--- config.mk ---
export PLATFORM = sky130hd
export DESIGN_NAME = mem_arbiter_flat
export DESIGN_NICKNAME = d
export VERILOG_FILES = /design/src/rtl/mem_arbiter_if.sv /design/src/rtl/mem_arbiter.sv /design/src/flat_wrapper.sv
export SDC_FILE = /design/constraint.sdc
export NUM_CORES = 1
export LEC_CHECK = 0
export ABC_AREA = 1
export CELL_PAD_IN_SITES_DETAIL_PLACEMENT = 0
export CELL_PAD_IN_SITES_GLOBAL_PLACEMENT = 1
export CORE_UTILIZATION = 21
export CTS_BUF_LIST = sky130_fd_sc_hd__clkbuf_4 sky130_fd_sc_hd__clkbuf_8
export DETAILED_ROUTE_END_ITERATION = 6
export HOLD_SLACK_MARGIN = 0.1
export PLACE_DENSITY_LB_ADDON = 0.1
export SYNTH_ARGS = -nofsm -noshare
export SYNTH_HDL_FRONTEND = slang
export SYNTH_SLANG_ARGS = --single-unit
--- constraint.sdc ---
create_clock -name clk -period 1.9 [get_ports clk]
set_input_delay 0.19 -clock clk [delete_from_list [all_inputs] [get_ports clk]]
set_output_delay 0.19 -clock clk [all_outputs]
set_load 0.005 [all_outputs]
--- src/rtl/mem_arbiter_if.sv ---
// Memory arbiter bus: I/D miss requests, write-through stores, main memory
// port and cache fill return path. "slave" is the arbiter's view, "master"
// is the view of the surrounding caches and memory.
interface mem_arbiter_if #(
  parameter int ADDR_W      = 16,
  parameter int DATA_W      = 16,
  parameter int BLOCK_WORDS = 8
);
  localparam int WORD_IDX_W = $clog2(BLOCK_WORDS);

  // cache-side requests
  logic                  i_miss_req;
  logic [ADDR_W-1:0]     i_miss_addr;
  logic                  d_miss_req;
  logic [ADDR_W-1:0]     d_miss_addr;
  logic                  d_wr_req;
  logic [ADDR_W-1:0]     d_wr_addr;
  logic [DATA_W-1:0]     d_wr_data;
  logic                  d_wr_ack;
  // main memory port
  logic                  mem_en;
  logic                  mem_wr;
  logic [ADDR_W-1:0]     mem_addr;
  logic [DATA_W-1:0]     mem_data_in;
  logic [DATA_W-1:0]     mem_data_out;
  logic                  mem_data_valid;
  // fill return path
  logic [DATA_W-1:0]     fill_data;
  logic [WORD_IDX_W-1:0] fill_word;
  logic                  i_fill_we;
  logic                  d_fill_we;
  logic                  i_fill_done;
  logic                  d_fill_done;
  logic                  busy;

  modport slave (
    input  i_miss_req, i_miss_addr, d_miss_req, d_miss_addr,
           d_wr_req, d_wr_addr, d_wr_data, mem_data_out, mem_data_valid,
    output d_wr_ack, mem_en, mem_wr, mem_addr, mem_data_in,
           fill_data, fill_word, i_fill_we, d_fill_we,
           i_fill_done, d_fill_done, busy
  );

  modport master (
    output i_miss_req, i_miss_addr, d_miss_req, d_miss_addr,
           d_wr_req, d_wr_addr, d_wr_data, mem_data_out, mem_data_valid,
    input  d_wr_ack, mem_en, mem_wr, mem_addr, mem_data_in,
           fill_data, fill_word, i_fill_we, d_fill_we,
           i_fill_done, d_fill_done, busy
  );
endinterface

--- src/rtl/mem_arbiter.sv ---
// Arbiter sharing one pipelined main memory between I-cache fills, D-cache
// fills and single-word write-through stores. Grants are non-preemptive;
// stores win, and simultaneous misses alternate by the side served last.
module mem_arbiter #(
  parameter int ADDR_W      = 16,
  parameter int DATA_W      = 16,
  parameter int BLOCK_WORDS = 8
) (
  input  logic          clk,
  input  logic          rst_n,
  mem_arbiter_if.slave  bus
);
  localparam int OFF_W = $clog2(2 * BLOCK_WORDS);  // byte offset bits in a block
  localparam int CNT_W = $clog2(BLOCK_WORDS);      // word index bits

  localparam logic [1:0] IDLE    = 2'd0;
  localparam logic [1:0] I_FILL  = 2'd1;
  localparam logic [1:0] D_FILL  = 2'd2;
  localparam logic [1:0] D_WRITE = 2'd3;

  localparam logic [CNT_W:0]   ISSUE_MAX = (CNT_W + 1)'(BLOCK_WORDS);
  localparam logic [CNT_W-1:0] LAST_BEAT = CNT_W'(BLOCK_WORDS - 1);

  logic [1:0]        state, state_next;
  logic [ADDR_W-1:0] base, base_next;
  logic [CNT_W:0]    issue_cnt, issue_next;  // one extra bit so it can saturate
  logic [CNT_W-1:0]  beat_cnt, beat_next;
  logic              last_d, last_d_next;

  logic fill_state, issuing, last_beat;

  // next-state, grant and counter logic
  always_comb begin
    state_next  = state;
    base_next   = base;
    issue_next  = issue_cnt;
    beat_next   = beat_cnt;
    last_d_next = last_d;
    case (state)
      IDLE: begin
        if (bus.d_wr_req) begin
          state_next = D_WRITE;
        end else if (bus.i_miss_req && (!bus.d_miss_req || last_d)) begin
          state_next = I_FILL;
          base_next  = {bus.i_miss_addr[ADDR_W-1:OFF_W], {OFF_W{1'b0}}};
        end else if (bus.d_miss_req) begin
          state_next = D_FILL;
          base_next  = {bus.d_miss_addr[ADDR_W-1:OFF_W], {OFF_W{1'b0}}};
        end
      end
      D_WRITE: state_next = IDLE;
      I_FILL, D_FILL: begin
        if (issue_cnt < ISSUE_MAX) issue_next = issue_cnt + 1'b1;
        if (bus.mem_data_valid) begin
          if (beat_cnt == LAST_BEAT) begin
            state_next  = IDLE;
            issue_next  = '0;
            beat_next   = '0;
            last_d_next = (state == D_FILL);
          end else begin
            beat_next = beat_cnt + 1'b1;
          end
        end
      end
      default: state_next = IDLE;
    endcase
  end

  // state registers; reset aborts any fill in progress
  always_ff @(posedge clk or negedge rst_n) begin
    if (!rst_n) begin
      state     <= IDLE;
      base      <= '0;
      issue_cnt <= '0;
      beat_cnt  <= '0;
      last_d    <= 1'b0;
    end else begin
      state     <= state_next;
      base      <= base_next;
      issue_cnt <= issue_next;
      beat_cnt  <= beat_next;
      last_d    <= last_d_next;
    end
  end

  assign fill_state = (state == I_FILL) || (state == D_FILL);
  assign issuing    = fill_state && (issue_cnt < ISSUE_MAX);
  assign last_beat  = (beat_cnt == LAST_BEAT);

  // memory port: fill reads walk the block, stores pass straight through
  assign bus.mem_en      = issuing || (state == D_WRITE);
  assign bus.mem_wr      = (state == D_WRITE);
  assign bus.mem_addr    = (state == D_WRITE) ? bus.d_wr_addr :
                           issuing ? base + ADDR_W'({issue_cnt[CNT_W-1:0], 1'b0}) :
                           {ADDR_W{1'b0}};
  assign bus.mem_data_in = (state == D_WRITE) ? bus.d_wr_data : {DATA_W{1'b0}};
  assign bus.d_wr_ack    = (state == D_WRITE);
  assign bus.busy        = (state != IDLE);

  // fill return: returns outside a fill state are dropped
  assign bus.fill_data   = bus.mem_data_out;
  assign bus.fill_word   = beat_cnt;
  assign bus.i_fill_we   = (state == I_FILL) && bus.mem_data_valid;
  assign bus.d_fill_we   = (state == D_FILL) && bus.mem_data_valid;
  assign bus.i_fill_done = bus.i_fill_we && last_beat;
  assign bus.d_fill_done = bus.d_fill_we && last_beat;
endmodule

--- src/flat_wrapper.sv ---
// flat-port wrapper written by rule: the top's interface ports become plain ports
module mem_arbiter_flat 
#(
  parameter int ADDR_W      = 16,
  parameter int DATA_W      = 16,
  parameter int BLOCK_WORDS = 8
)
  (clk, rst_n, bus_i_miss_req, bus_i_miss_addr, bus_d_miss_req, bus_d_miss_addr, bus_d_wr_req, bus_d_wr_addr, bus_d_wr_data, bus_mem_data_out, bus_mem_data_valid, bus_d_wr_ack, bus_mem_en, bus_mem_wr, bus_mem_addr, bus_mem_data_in, bus_fill_data, bus_fill_word, bus_i_fill_we, bus_d_fill_we, bus_i_fill_done, bus_d_fill_done, bus_busy);
  mem_arbiter_if #(.ADDR_W(ADDR_W), .DATA_W(DATA_W), .BLOCK_WORDS(BLOCK_WORDS)) bus_i ();
  input  logic clk;
  input  logic rst_n;
  input wire logic [$bits(bus_i.i_miss_req)-1:0] bus_i_miss_req;
  input wire logic [$bits(bus_i.i_miss_addr)-1:0] bus_i_miss_addr;
  input wire logic [$bits(bus_i.d_miss_req)-1:0] bus_d_miss_req;
  input wire logic [$bits(bus_i.d_miss_addr)-1:0] bus_d_miss_addr;
  input wire logic [$bits(bus_i.d_wr_req)-1:0] bus_d_wr_req;
  input wire logic [$bits(bus_i.d_wr_addr)-1:0] bus_d_wr_addr;
  input wire logic [$bits(bus_i.d_wr_data)-1:0] bus_d_wr_data;
  input wire logic [$bits(bus_i.mem_data_out)-1:0] bus_mem_data_out;
  input wire logic [$bits(bus_i.mem_data_valid)-1:0] bus_mem_data_valid;
  output wire logic [$bits(bus_i.d_wr_ack)-1:0] bus_d_wr_ack;
  output wire logic [$bits(bus_i.mem_en)-1:0] bus_mem_en;
  output wire logic [$bits(bus_i.mem_wr)-1:0] bus_mem_wr;
  output wire logic [$bits(bus_i.mem_addr)-1:0] bus_mem_addr;
  output wire logic [$bits(bus_i.mem_data_in)-1:0] bus_mem_data_in;
  output wire logic [$bits(bus_i.fill_data)-1:0] bus_fill_data;
  output wire logic [$bits(bus_i.fill_word)-1:0] bus_fill_word;
  output wire logic [$bits(bus_i.i_fill_we)-1:0] bus_i_fill_we;
  output wire logic [$bits(bus_i.d_fill_we)-1:0] bus_d_fill_we;
  output wire logic [$bits(bus_i.i_fill_done)-1:0] bus_i_fill_done;
  output wire logic [$bits(bus_i.d_fill_done)-1:0] bus_d_fill_done;
  output wire logic [$bits(bus_i.busy)-1:0] bus_busy;
  assign bus_i.i_miss_req = bus_i_miss_req;
  assign bus_i.i_miss_addr = bus_i_miss_addr;
  assign bus_i.d_miss_req = bus_d_miss_req;
  assign bus_i.d_miss_addr = bus_d_miss_addr;
  assign bus_i.d_wr_req = bus_d_wr_req;
  assign bus_i.d_wr_addr = bus_d_wr_addr;
  assign bus_i.d_wr_data = bus_d_wr_data;
  assign bus_i.mem_data_out = bus_mem_data_out;
  assign bus_i.mem_data_valid = bus_mem_data_valid;
  assign bus_d_wr_ack = bus_i.d_wr_ack;
  assign bus_mem_en = bus_i.mem_en;
  assign bus_mem_wr = bus_i.mem_wr;
  assign bus_mem_addr = bus_i.mem_addr;
  assign bus_mem_data_in = bus_i.mem_data_in;
  assign bus_fill_data = bus_i.fill_data;
  assign bus_fill_word = bus_i.fill_word;
  assign bus_i_fill_we = bus_i.i_fill_we;
  assign bus_d_fill_we = bus_i.d_fill_we;
  assign bus_i_fill_done = bus_i.i_fill_done;
  assign bus_d_fill_done = bus_i.d_fill_done;
  assign bus_busy = bus_i.busy;
  mem_arbiter #(.ADDR_W(ADDR_W), .DATA_W(DATA_W), .BLOCK_WORDS(BLOCK_WORDS)) u_core (.clk(clk), .rst_n(rst_n), .bus(bus_i));
endmodule
==> results.yml <==
sta:
  fin_crit_ns: 1.82
  worst_slack_ns: 0.0849
  fin_setup_tns_ns: 0
  timing.fmax_mhz: 551
  tightest_slew_ns: 0.292
  rsz0062_at_grt: "yes"
  skew_ns: 0.00231
  setup_violations: 0
  hold_viol: 0
  slew_headroom_pct: 80.5
  final-max-slew-violation-count: 0
  fin_crit_sh_pct: 95.5
final_layout:
  area_growth_pct: 73.3
  fill_cells: 855
  nets: 467
  fin_util_pct: 38.0
  drive_gt1_share_pct: 11.3
  multi_input_area_um2: 891
  ff_latch_area_um2: 551
  stdcell_count: 474
  diodes: 0
placement:
  hpwlAfterDp_um: 4050
  place_congestion: 0.689
  io_buffers: 104
  dpl_worst_slack_ns: -0.0444
  placedCellCount: 468
worst_setup_path:
  cp-end-kind: "output pin"
  critical_path_class: "reg -> out"
  arrival_ns: 1.63
  start_kind: "flop"
  cp.required_ns: 1.71
  cp_max_fo: 5
clocking:
  cts_tree: "built"
  htreeDepth: 1
  clockBufferDepth: 2
  cts_inserted_buffers: 3
  clock_latency_ns: 0.26
  clock_sinks: 22
  root_buffer: "clkbuf_8"
  clkSlewWorstSetupHoldPaths_ns: 0.08
yosys:
  synth-xor-area-share_pct: 0
  yosysTopAreaCell: "dfrtp_1"
  netlist_top_cells_area: "dfrtp_1, nand2_1, buf_4"
  dominantRegCellSynth: "dfrtp_1"
  syn_area_mm2: 0.00172
  synth.area.mux_share_pct: 0
  synth_cells: 273
  synth_top_area_share_pct: 32.0
  synth_compound_area_share_pct: 7.77
  async_reset_ff_share_pct: 100
  yosys.area_share.simple_pct: 35.9
  synth_warnings: 0
  yosysSeqAreaShare_pct: 32.0
  avgSynthCellArea_um2: 6.31
  syn-num-nets: 367
  synth_cell_types: 19
  synth.most_common_cell: "nand2_1"
  synth_edf_count: 0
  synth_adder_area_share_pct: 5.81
  yosys-top-cells-count: "nand2_1, inv_1, dfrtp_1"
  synth_top_family_by_area: "simple AND/OR/NAND/NOR gates"
  ys_ff_latch: 22
status:
  outcome: "finished, final reports clean"
grt:
  grt_pass1_wl_um: 8070
  grt_pass1_vias: 1756
  antenna_found_initial: 0
  grt.total_usage_pct: 11.8
  grt_start_max_net_pins: 35
  gr-total-overflow: 0
floorplan:
  ioPinCount: 145
  initial_core_util_pct: 22.0
  core_area_mm2: 0.00785
  die_h_um: 92.6
  die-width_um: 92.6
  die_area_mm2: 0.00857
  row_count: 32
power:
  vdd_drop_max_uv: 352
  powerDensity_mw_per_mm2: 1020
  seqPwrFrac_pct: 27.4
  intPower_uw: 1840
  power.switching_uw: 1200
  combPwrFrac_pct: 61.8
  clkPwrFrac_pct: 10.8
  leakage_uw: 0.00180
  switching_share_pct: 39.4
hold_path:
  min_path_type: "in -> async"
routing:
  avgViaCountPerCell: 3.97
  drc: 0
  routed_wl_um: 5090
  drt_iter0_markers: 50
  ant_nets: 0
  firstDrtPassIters: 4
  wire_per_inst_um: 10.7
  num_vias: 1881
flow_run:
  max_cap_violations: 0
critical path, stage by stage (launching register included):
cell             delay, ns
dfrtp_1               0.43
inv_2                 0.08
ha_4                  0.29
nand2_4               0.07
buf_4                 0.16
o21ai_1               0.13
clkdlybuf4s15_1       0.21
through the flow:
stage / hold WS [ns] / instance area, µm² / power [µW]
6_report: 0.274 / 2990 / 3040
5_1_grt: 0.310 / 2990 / 3360
2_1_floorplan: -0.106 / 1720 / 1720
4_1_cts: 0.285 / 2930 / 3030
3_5_place_dp: 0.380 / 2840 / 2660
3_3_place_gp: 0.380 / 2840 / 2650
routing by layer:
layer | wire length, µm | GRT usage, % | vias to the layer above
li1 | - | - | 1003
met1 | 2250 | 14.4 | 810
met2 | 2440 | 20.8 | 62
met3 | 351 | 1.72 | 6
met4 | 51 | 4.56 | 0
met5 | 0 | 0 | -
layout by cell type (no fill, tap or decap):
cell type        Yosys  final
o21ai_0             17      9
inv_1               34     30
clkdlybuf4s15_1      0      7
nand2_1            130    129
nor2_1               5      4
nand3b_1             1      1
a21oi_1              5      5
dlygate4sd2_1        0      4
nand2_2              2      2
clkdlybuf4s50_1      0     73
ha_1                 8      6
buf_12               0      2
dlymetal6s2s_1       0     14
nand2_4              0      1
nand3_1             16     16
nand4_1              1      1
ha_4                 0      2
nor2_2               0      1
buf_4               19     15
nor3_1               1      1
clkbuf_16            0      1
clkbuf_8             0      4
clkbuf_2             0      6
o21ai_1              0      7
dfrtp_1             22     22
inv_2                1      5
a21oi_4              1      1
o21ai_2              0      1
o21bai_1             1      1
buf_6                1      1
cells by family (layout without fill, tap and decap cells):
group	after synthesis	in the layout
AOI/OAI and AO/OA	24	24
and+or+nand+nor	156	156
buffers and inverters	63	162
DFF	22	22
adders and majority gates	8	8
flip-flops by register name, summed over array words and instances (netlist names):
name                  flops
u_core.bus.fill_word      3
u_core.state              2
u_core.base              12
u_core.last_d             1
u_core.issue_cnt          4
worst paths after layout:
kind                                     start  slack [ns]                   to  depth (start not counted)
max reg2reg                    u_core.state[0]        0.28  u_core.issue_cnt[2]                          8
min                                      rst_n        0.27        u_core.last_d                          2
min reg2reg                    u_core.base[13]        0.47      u_core.base[13]                          2
max                            u_core.state[0]        0.08      bus_mem_addr[2]                          6
min in group clk           bus_mem_data_out[0]        0.38     bus_fill_data[0]                          0
max in group asynchronous                rst_n        1.40      u_core.base[12]                          2
area by class of cell:
cell class                      instances  area share [%]
Clock buffer                            4            1.84
Inverter                               35            4.40
Multi-Input combinational cell        188            29.8
Sequential cell                        22            18.4
Tap cell                              102            4.27
Timing Repair Buffer                  123            41.2
power groups by stage:
stage	Clock (µW)	Sequential, µW	Combinational [µW]
after global routing	370	862	2130
after global placement	0	827	1830
after floorplan	0	807	914
after CTS	349	832	1850
after detailed placement	0	828	1840
final	328	833	1880
timing repair:
action,CTS,global route
hold buffers,0,0
endpoints found under the setup margin,37,34
pin swaps,1,0
buffers inserted,1,0
gates cloned,0,1
resized for setup,30,43
No activity file was read; power rests on OpenSTA's default activity.
